$ cat src/rtl/display_scan_mux_pkg.sv
// Shared definitions for the display scan multiplexer.
//   DEF_WIDTH / DEF_NCH : default code width and channel count
//   MAX_CH              : widest one-hot vector onehot() can produce
//   onehot(idx, n)      : one-hot of idx within n channels (all-0 if idx >= n)
package disp_pkg;

  localparam int unsigned DEF_WIDTH = 4;
  localparam int unsigned DEF_NCH   = 4;
  localparam int unsigned MAX_CH    = 32;

  function automatic logic [MAX_CH-1:0] onehot(input int unsigned idx, input int unsigned n);
    logic [MAX_CH-1:0] oh;
    oh = '0;
    for (int unsigned i = 0; i < MAX_CH; i++) begin
      if (i == idx && i < n) begin
        oh[i] = 1'b1;
      end
    end
    return oh;
  endfunction

endpackage

$ cat src/rtl/display_scan_mux_prescaler.sv
// Scan prescaler: modulo-SCAN_DIV counter that advances only while enabled.
//   clk   : system clock, rising edge
//   reset : asynchronous, active-high
//   en    : count enable; count holds while low
//   tick  : combinational, high in the last enabled cycle of each slot
module scan_prescaler #(
  parameter int unsigned SCAN_DIV = 4
) (
  input  logic clk,
  input  logic reset,
  input  logic en,
  output logic tick
);

  // Keep at least one bit so SCAN_DIV = 1 still elaborates; the count then stays at 0.
  localparam int unsigned CW = (SCAN_DIV > 1) ? $clog2(SCAN_DIV) : 1;

  logic [CW-1:0] count_q, count_d;

  assign tick = en && (count_q == CW'(SCAN_DIV - 1));

  always_comb begin
    count_d = count_q;
    if (tick) begin
      count_d = '0;
    end else if (en) begin
      count_d = count_q + 1'b1;
    end
  end

  always_ff @(posedge clk or posedge reset) begin
    if (reset) begin
      count_q <= '0;
    end else begin
      count_q <= count_d;
    end
  end

endmodule

$ cat src/rtl/display_scan_mux.sv
// Time-multiplexed N_CH:1 channel selector for the stopwatch 7-segment display.
// Digit codes are captured into a shadow register on load and scanned round-robin,
// one slot every SCAN_DIV enabled cycles.
//   clk        : system clock, rising edge
//   reset      : asynchronous, active-high
//   en         : scan enable; low freezes the scan and darks the display
//   load       : 1-cycle strobe copying data_in into the shadow register
//   data_in    : channel k at [k*WIDTH +: WIDTH]
//   blank_mask : 1 = channel k blanked, sampled when a slot starts
//   y          : registered code of the current slot (0 when blanked/dark)
//   sel        : registered index of the current slot
//   digit_en   : registered one-hot digit enable (all-0 when blanked/dark)
//   slot_tick  : registered pulse, high the cycle the outputs change slot
module display_scan_mux
  import disp_pkg::*;
#(
  parameter int unsigned WIDTH    = DEF_WIDTH,
  parameter int unsigned N_CH     = DEF_NCH,   // 2..MAX_CH
  parameter int unsigned SCAN_DIV = 4
) (
  input  logic                     clk,
  input  logic                     reset,
  input  logic                     en,
  input  logic                     load,
  input  logic [N_CH*WIDTH-1:0]    data_in,
  input  logic [N_CH-1:0]          blank_mask,
  output logic [WIDTH-1:0]         y,
  output logic [$clog2(N_CH)-1:0]  sel,
  output logic [N_CH-1:0]          digit_en,
  output logic                     slot_tick
);

  localparam int unsigned SELW = $clog2(N_CH);

  logic                        tick;
  logic [N_CH-1:0][WIDTH-1:0]  shadow_q;
  logic [SELW-1:0]             slot_q, slot_next;
  logic [MAX_CH-1:0]           oh_full;
  logic                        unused_oh_full;

  logic [WIDTH-1:0] y_q, y_d;
  logic [SELW-1:0]  sel_q, sel_d;
  logic [N_CH-1:0]  digit_en_q, digit_en_d;
  logic             slot_tick_q, slot_tick_d;

  scan_prescaler #(
    .SCAN_DIV (SCAN_DIV)
  ) u_prescaler (
    .clk   (clk),
    .reset (reset),
    .en    (en),
    .tick  (tick)
  );

  // Explicit wrap keeps non-power-of-2 channel counts inside 0..N_CH-1.
  assign slot_next = (slot_q == SELW'(N_CH - 1)) ? '0 : slot_q + 1'b1;

  // Only the low N_CH bits drive digit_en.
  assign oh_full        = onehot(32'(slot_next), N_CH);
  assign unused_oh_full = ^oh_full;

  always_comb begin
    y_d         = y_q;
    sel_d       = sel_q;
    digit_en_d  = digit_en_q;
    slot_tick_d = 1'b0;
    if (!en) begin
      // Display goes dark but sel keeps pointing at the frozen slot.
      y_d        = '0;
      digit_en_d = '0;
    end else if (tick) begin
      sel_d       = slot_next;
      slot_tick_d = 1'b1;
      if (blank_mask[slot_next]) begin
        y_d        = '0;
        digit_en_d = '0;
      end else begin
        y_d        = shadow_q[slot_next];
        digit_en_d = oh_full[N_CH-1:0];
      end
    end
  end

  // Shadow loads regardless of en; a coincident tick still reads the old contents.
  always_ff @(posedge clk or posedge reset) begin
    if (reset) begin
      shadow_q <= '0;
    end else if (load) begin
      shadow_q <= data_in;
    end
  end

  always_ff @(posedge clk or posedge reset) begin
    if (reset) begin
      slot_q <= '0;
    end else if (tick) begin
      slot_q <= slot_next;
    end
  end

  always_ff @(posedge clk or posedge reset) begin
    if (reset) begin
      y_q         <= '0;
      sel_q       <= '0;
      digit_en_q  <= '0;
      slot_tick_q <= 1'b0;
    end else begin
      y_q         <= y_d;
      sel_q       <= sel_d;
      digit_en_q  <= digit_en_d;
      slot_tick_q <= slot_tick_d;
    end
  end

  assign y         = y_q;
  assign sel       = sel_q;
  assign digit_en  = digit_en_q;
  assign slot_tick = slot_tick_q;

endmodule

$ cat config.mk
export PLATFORM = sky130hd
export DESIGN_NAME = display_scan_mux
export DESIGN_NICKNAME = d
export VERILOG_FILES = /design/src/rtl/display_scan_mux_pkg.sv /design/src/rtl/display_scan_mux_prescaler.sv /design/src/rtl/display_scan_mux.sv
export SDC_FILE = /design/constraint.sdc
export NUM_CORES = 1
export LEC_CHECK = 0
export CAP_MARGIN = 10
export CORE_ASPECT_RATIO = 0.6
export CORE_MARGIN = 8
export CORE_UTILIZATION = 50
export DETAILED_ROUTE_END_ITERATION = 8
export PLACE_DENSITY = 0.79
export RECOVER_POWER = 25
export SYNTH_ARGS = -nofsm -noshare
export SYNTH_HDL_FRONTEND = slang
export SYNTH_HIERARCHICAL = 1
export SYNTH_SLANG_ARGS = --single-unit
$ cat constraint.sdc
create_clock -name clk -period 2.6 [get_ports clk]
set_input_delay 0.52 -clock clk [delete_from_list [all_inputs] [get_ports clk]]
set_output_delay 0.52 -clock clk [all_outputs]
set_load 0.03 [all_outputs]
# == After elaboration in Yosys (flattened, before gate mapping) ==
# Index checks and enable logic that the tools add are counted.
# totals
ram_bits,0
in_bits,24
reg_bits,31
latchBits,0
output_inout_bits,11
mem_count,0
mem_bits_ro,0
elab_cells,42
# classes
add_sub_neg,2
n_mul,0
magnitude_cmp,1
muxes,19
bitwise,0
n_reduce_logical,4
shift,0
div_mod_pow,0
n_eq_ne,6
# ops
operator,n
4-bit 2-to-1 mux,7
4-bit binary-select mux with 2-bit select,1
1-bit 2-to-1 mux,7
2-bit 2-to-1 mux,3
2-bit by 1-bit adder with 2-bit output (second input constant),2
2-bit equality test (first input constant),2
2-bit equality test (second input constant),2
2-bit by 3-bit less-than comparator with 1-bit output (second input constant),1
1-bit binary-select mux with 2-bit select,1
1-bit by 2-bit equality test with 1-bit output (first input constant),1
2-bit zero test,1
2-bit by 1-bit inequality test with 1-bit output (second input constant),1
2-bit AND reduction,1
2-bit nonzero test,1
1-bit logical AND,1

# == Depth between registers and ports, before layout ==
# depth
depth_word,7
depth_mapped,6

# == Hierarchy ==
# Netlist, hierarchy kept.
# by_module_without_submodules
module,cells_each,instances,area_each_um2
display_scan_mux,116,1,1460.2
scan_prescaler,8,1,100.1

# == Worst setup path before layout ==
# Ideal clock, no wire load.
# synth_path
path_type,reg2reg
from,register slot_q[0]
to,register y_q[0] (netlist: y[0])
path_stages_with_launch,7
required_ps,2496
setup_time_ps,104
arrival_ps,1777
path_buffers,1
synth_period_minus_slack_ps,1880
path_slack_ps,720
path_cell_list,dfrtp_1 > buf_6 > inv_1 > ha_1 > mux2i_4 > mux2i_4 > o41ai_2
# synth_via
elab_chain_len,7
elab_cells_between_ends,10
cone_classes,add/sub: 1; eq/ne: 1; mux: 8
# synth_lines
item,line_no,text
"start, declared",display_scan_mux.sv:37,"logic [SELW-1:0] slot_q, slot_next;"
"start signal, assigned",display_scan_mux.sv:97,slot_q <= slot_next;
2-bit by 1-bit adder with 2-bit output or 2-bit equality test (tied branches),display_scan_mux.sv:56,assign slot_next = (slot_q == SELW'(N_CH - 1)) ? '0 : slot_q + 1'b1;
2-bit 2-to-1 mux *,display_scan_mux.sv:56,
net slot_next[1],display_scan_mux.sv:37,
4-bit binary-select mux with 2-bit select or 1-bit binary-select mux with 2-bit select (tied branches),"display_scan_mux.sv:78, display_scan_mux.sv:74",
4-bit 2-to-1 mux (not written as such) or 1-bit 2-to-1 mux (tied branches),"display_scan_mux.sv:78, display_scan_mux.sv:74",
4-bit 2-to-1 mux *,display_scan_mux.sv:74,if (blank_mask[slot_next]) begin
4-bit 2-to-1 mux *,display_scan_mux.sv:71,end else if (tick) begin
4-bit 2-to-1 mux *,display_scan_mux.sv:67,if (!en) begin
"end signal, assigned",display_scan_mux.sv:108,y_q <= y_d;
"end, declared",display_scan_mux.sv:41,"logic [WIDTH-1:0] y_q, y_d;"
# The timed path passes the listed nets; every way through them passes the cells marked *. The select of a mux whose other input is x is not followed.
# A chain may end at the register's enable or synchronous reset.

# == Final worst setup path ==
# layout_path
from,register slot_q[1]
to,register y_q[1] (netlist: y[1])
# Same word-level chain as after synthesis.

==> qor.csv <==
metric;value;unit
status;complete, no violations;
num_antenna_cells;0;
final_common_cell;clkdlybuf4s50_1;
tightest_slew;0.691;ns
clk_path_buf_depth;2;
cpMostUsedCell;mux2i_4;
io_buffer_count;34;
start_util;53.3;%
rsz0062_at_grt;no;
clock_insertion_delay_worst_skew;0.28;ns
yosys_register_bits;31;
cap_violations;0;
cts_sinks;31;
antenna_found_initial;0;
cts_hold_buf;0;
wire_per_inst;17.3;um
cpPeakStageDelay;0.68;ns
die_area;5220;um^2
synth_flop_cell;dfrtp_1;
cts_tree;done;
start_kind;flip-flop;
rr_worst_depth;5;
drtAntennaViolNets;0;
grt_max_degree;30;
async_reset_ff_share;100;%
path_cells;inv_1, ha_1, mux2i_4, mux2i_4, o41ai_2;
synth.area.top_cells;dfrtp_1 50%, mux2_1 8.7%, mux2_2 5.1%;
hp-class;reg -> reg;
post_cts_buffers;0;
arrival;2.39;ns
drt_iter0_drc;51;
avgSynthCellArea;12.6;um^2
cts.clk_slew.worst_paths;0.06;ns
syn-cell-area;1560;um^2
core;2930;um^2
leakage;0.863;nW
cts_resized;0;
crit_buf_inv;1;
p_per_area;957;nW/um^2
drtPass1Iterations;4;
yosys_warnings;6;
syn_inst;124;
fmax;452;MHz
areaGrowthSynthToFinish;30.2;%
synth.distinct_cells;24;
min_period;2.21;ns
path_class;reg -> reg;
rows;15;
setup_viol_count_final;0;
ir_worst_vdd;444;uV
synth_seq_area_share;49.7;%
grt_overflow_total;0;
setup_tns;0;ns
layout_common_cells;33 x clkdlybuf4s50_1, 31 x dfrtp_1, 12 x mux2_1, 8 x nand2_1, 8 x nand4_1;
endpoint_kind;flip-flop;
dpl.cell_count;196;
dpl.hpwl;2670;um
vias;1121;
crit_fanout;14;
finalHoldViolCount;0;
via_per_inst;5.50;
cp_slowest_cell;ha_1;
die_w;88.1;um
fin_cells;204;
layout-drive-gt1-share;16.0;%
fin_nets;191;
finalPower;1.94;mW
rrSetupSlack;0.39;ns
ios;35;
cts_inserted_buffers;5;
grt_pass1_vias;1175;
relSlewSlack;53.8;%
gp_congestion;0.767;
cts-root-buf;clkbuf_8;
cp.depth;5;
synth_top_area_cell;dfrtp_1;
fin_crit_sh;85.2;%
synth_nets;154;
crit_required;2.77;ns
grtUsageTotal;14.2;%
totalWireLength;3530;um
cp_top_family;adder cells;
drcViolationCount;0;
synth_top_area_share;49.7;%
synth-edff-count;0;
whs_path_depth;1;
htree_levels;2;
die-height;59.3;um
final_max_slew_viol_count;0;
grt_pass1_wl;5540;um
finClkSkew;0.00495;ns
[final cells by class]
class | instances | area (um^2)
clock buffer | 8 | 100
fill | 211 | 896
inverter | 6 | 22.5
multi-input combinational | 80 | 718
sequential | 31 | 776
tap | 42 | 52.6
timing repair buffer | 37 | 363
[Yosys cell counts (4+ instances only)]
cell,count
dfrtp_1,31
mux2_1,12
nand2_1,8
nand4_1,8
mux2_2,7
ha_1,6
inv_1,6
a211oi_1,5
a31oi_1,4
nand2b_1,4
o41ai_2,4
[metrics by stage]
step / setup slack, ns / hold slack (ns) / instance area [um^2] / util (%)
after floorplan: 0.720 / 0.261 / 1560 / -
after global placement: 0.456 / 0.471 / 1930 / 66.0
after detailed placement: 0.308 / 0.474 / 1930 / 66.0
after CTS: 0.393 / 0.420 / 2030 / 69.4
after global routing: 0.266 / 0.504 / 2030 / 69.4
final: 0.386 / 0.486 / 2030 / 69.4
[cell families after synthesis]
logic type                 share of synthesized area, %
and+or+nand+nor                                    10.7
buffers and inverters                              4.25
muxes                                              20.0
AOI/OAI and AO/OA                                  10.6
DFF                                                49.7
adders and majority gates                          4.81
[final timing paths]
check | startpoint | to
max in group asynchronous | reset | shadow_q[7]
min | shadow_q[12] | shadow_q[12]
max | slot_q[1] | y[1]
min in group asynchronous | reset | u_prescaler/count_q[0]
min reg2reg | shadow_q[12] | shadow_q[12]
max reg2reg | slot_q[1] | y[1]
[worst reg2reg max path, stage by stage (launching register included)]
cell and delay [ns]:
dfrtp_1 0.40, inv_1 0.10, ha_1 0.68, mux2i_4 0.42, mux2i_4 0.15, o41ai_2 0.35
[report_power, final]
group	internal [mW]	switching, mW
clock	0.241	0.171
sequential	0.572	0.0620
combinational	0.380	0.519
total	1.19	0.751
[per-layer routing]
| layer | GRT usage [%] | part of all wire (%) |
|---|---|---|
| met1 | 16.1 | 45 |
| met4 | 5.01 | 1.6 |
| met2 | 22.8 | 46 |
| met3 | 7.05 | 7.1 |
| met5 | 0 | 0 |
[sequential cells by signal, indices dropped and copies added (netlist names)]
name                 count
digit_en                 4
shadow_q                16
slot_q                   2
y                        4
sel                      2
u_prescaler/count_q      2
slot_tick                1
Power figures use the tool's default switching activity.
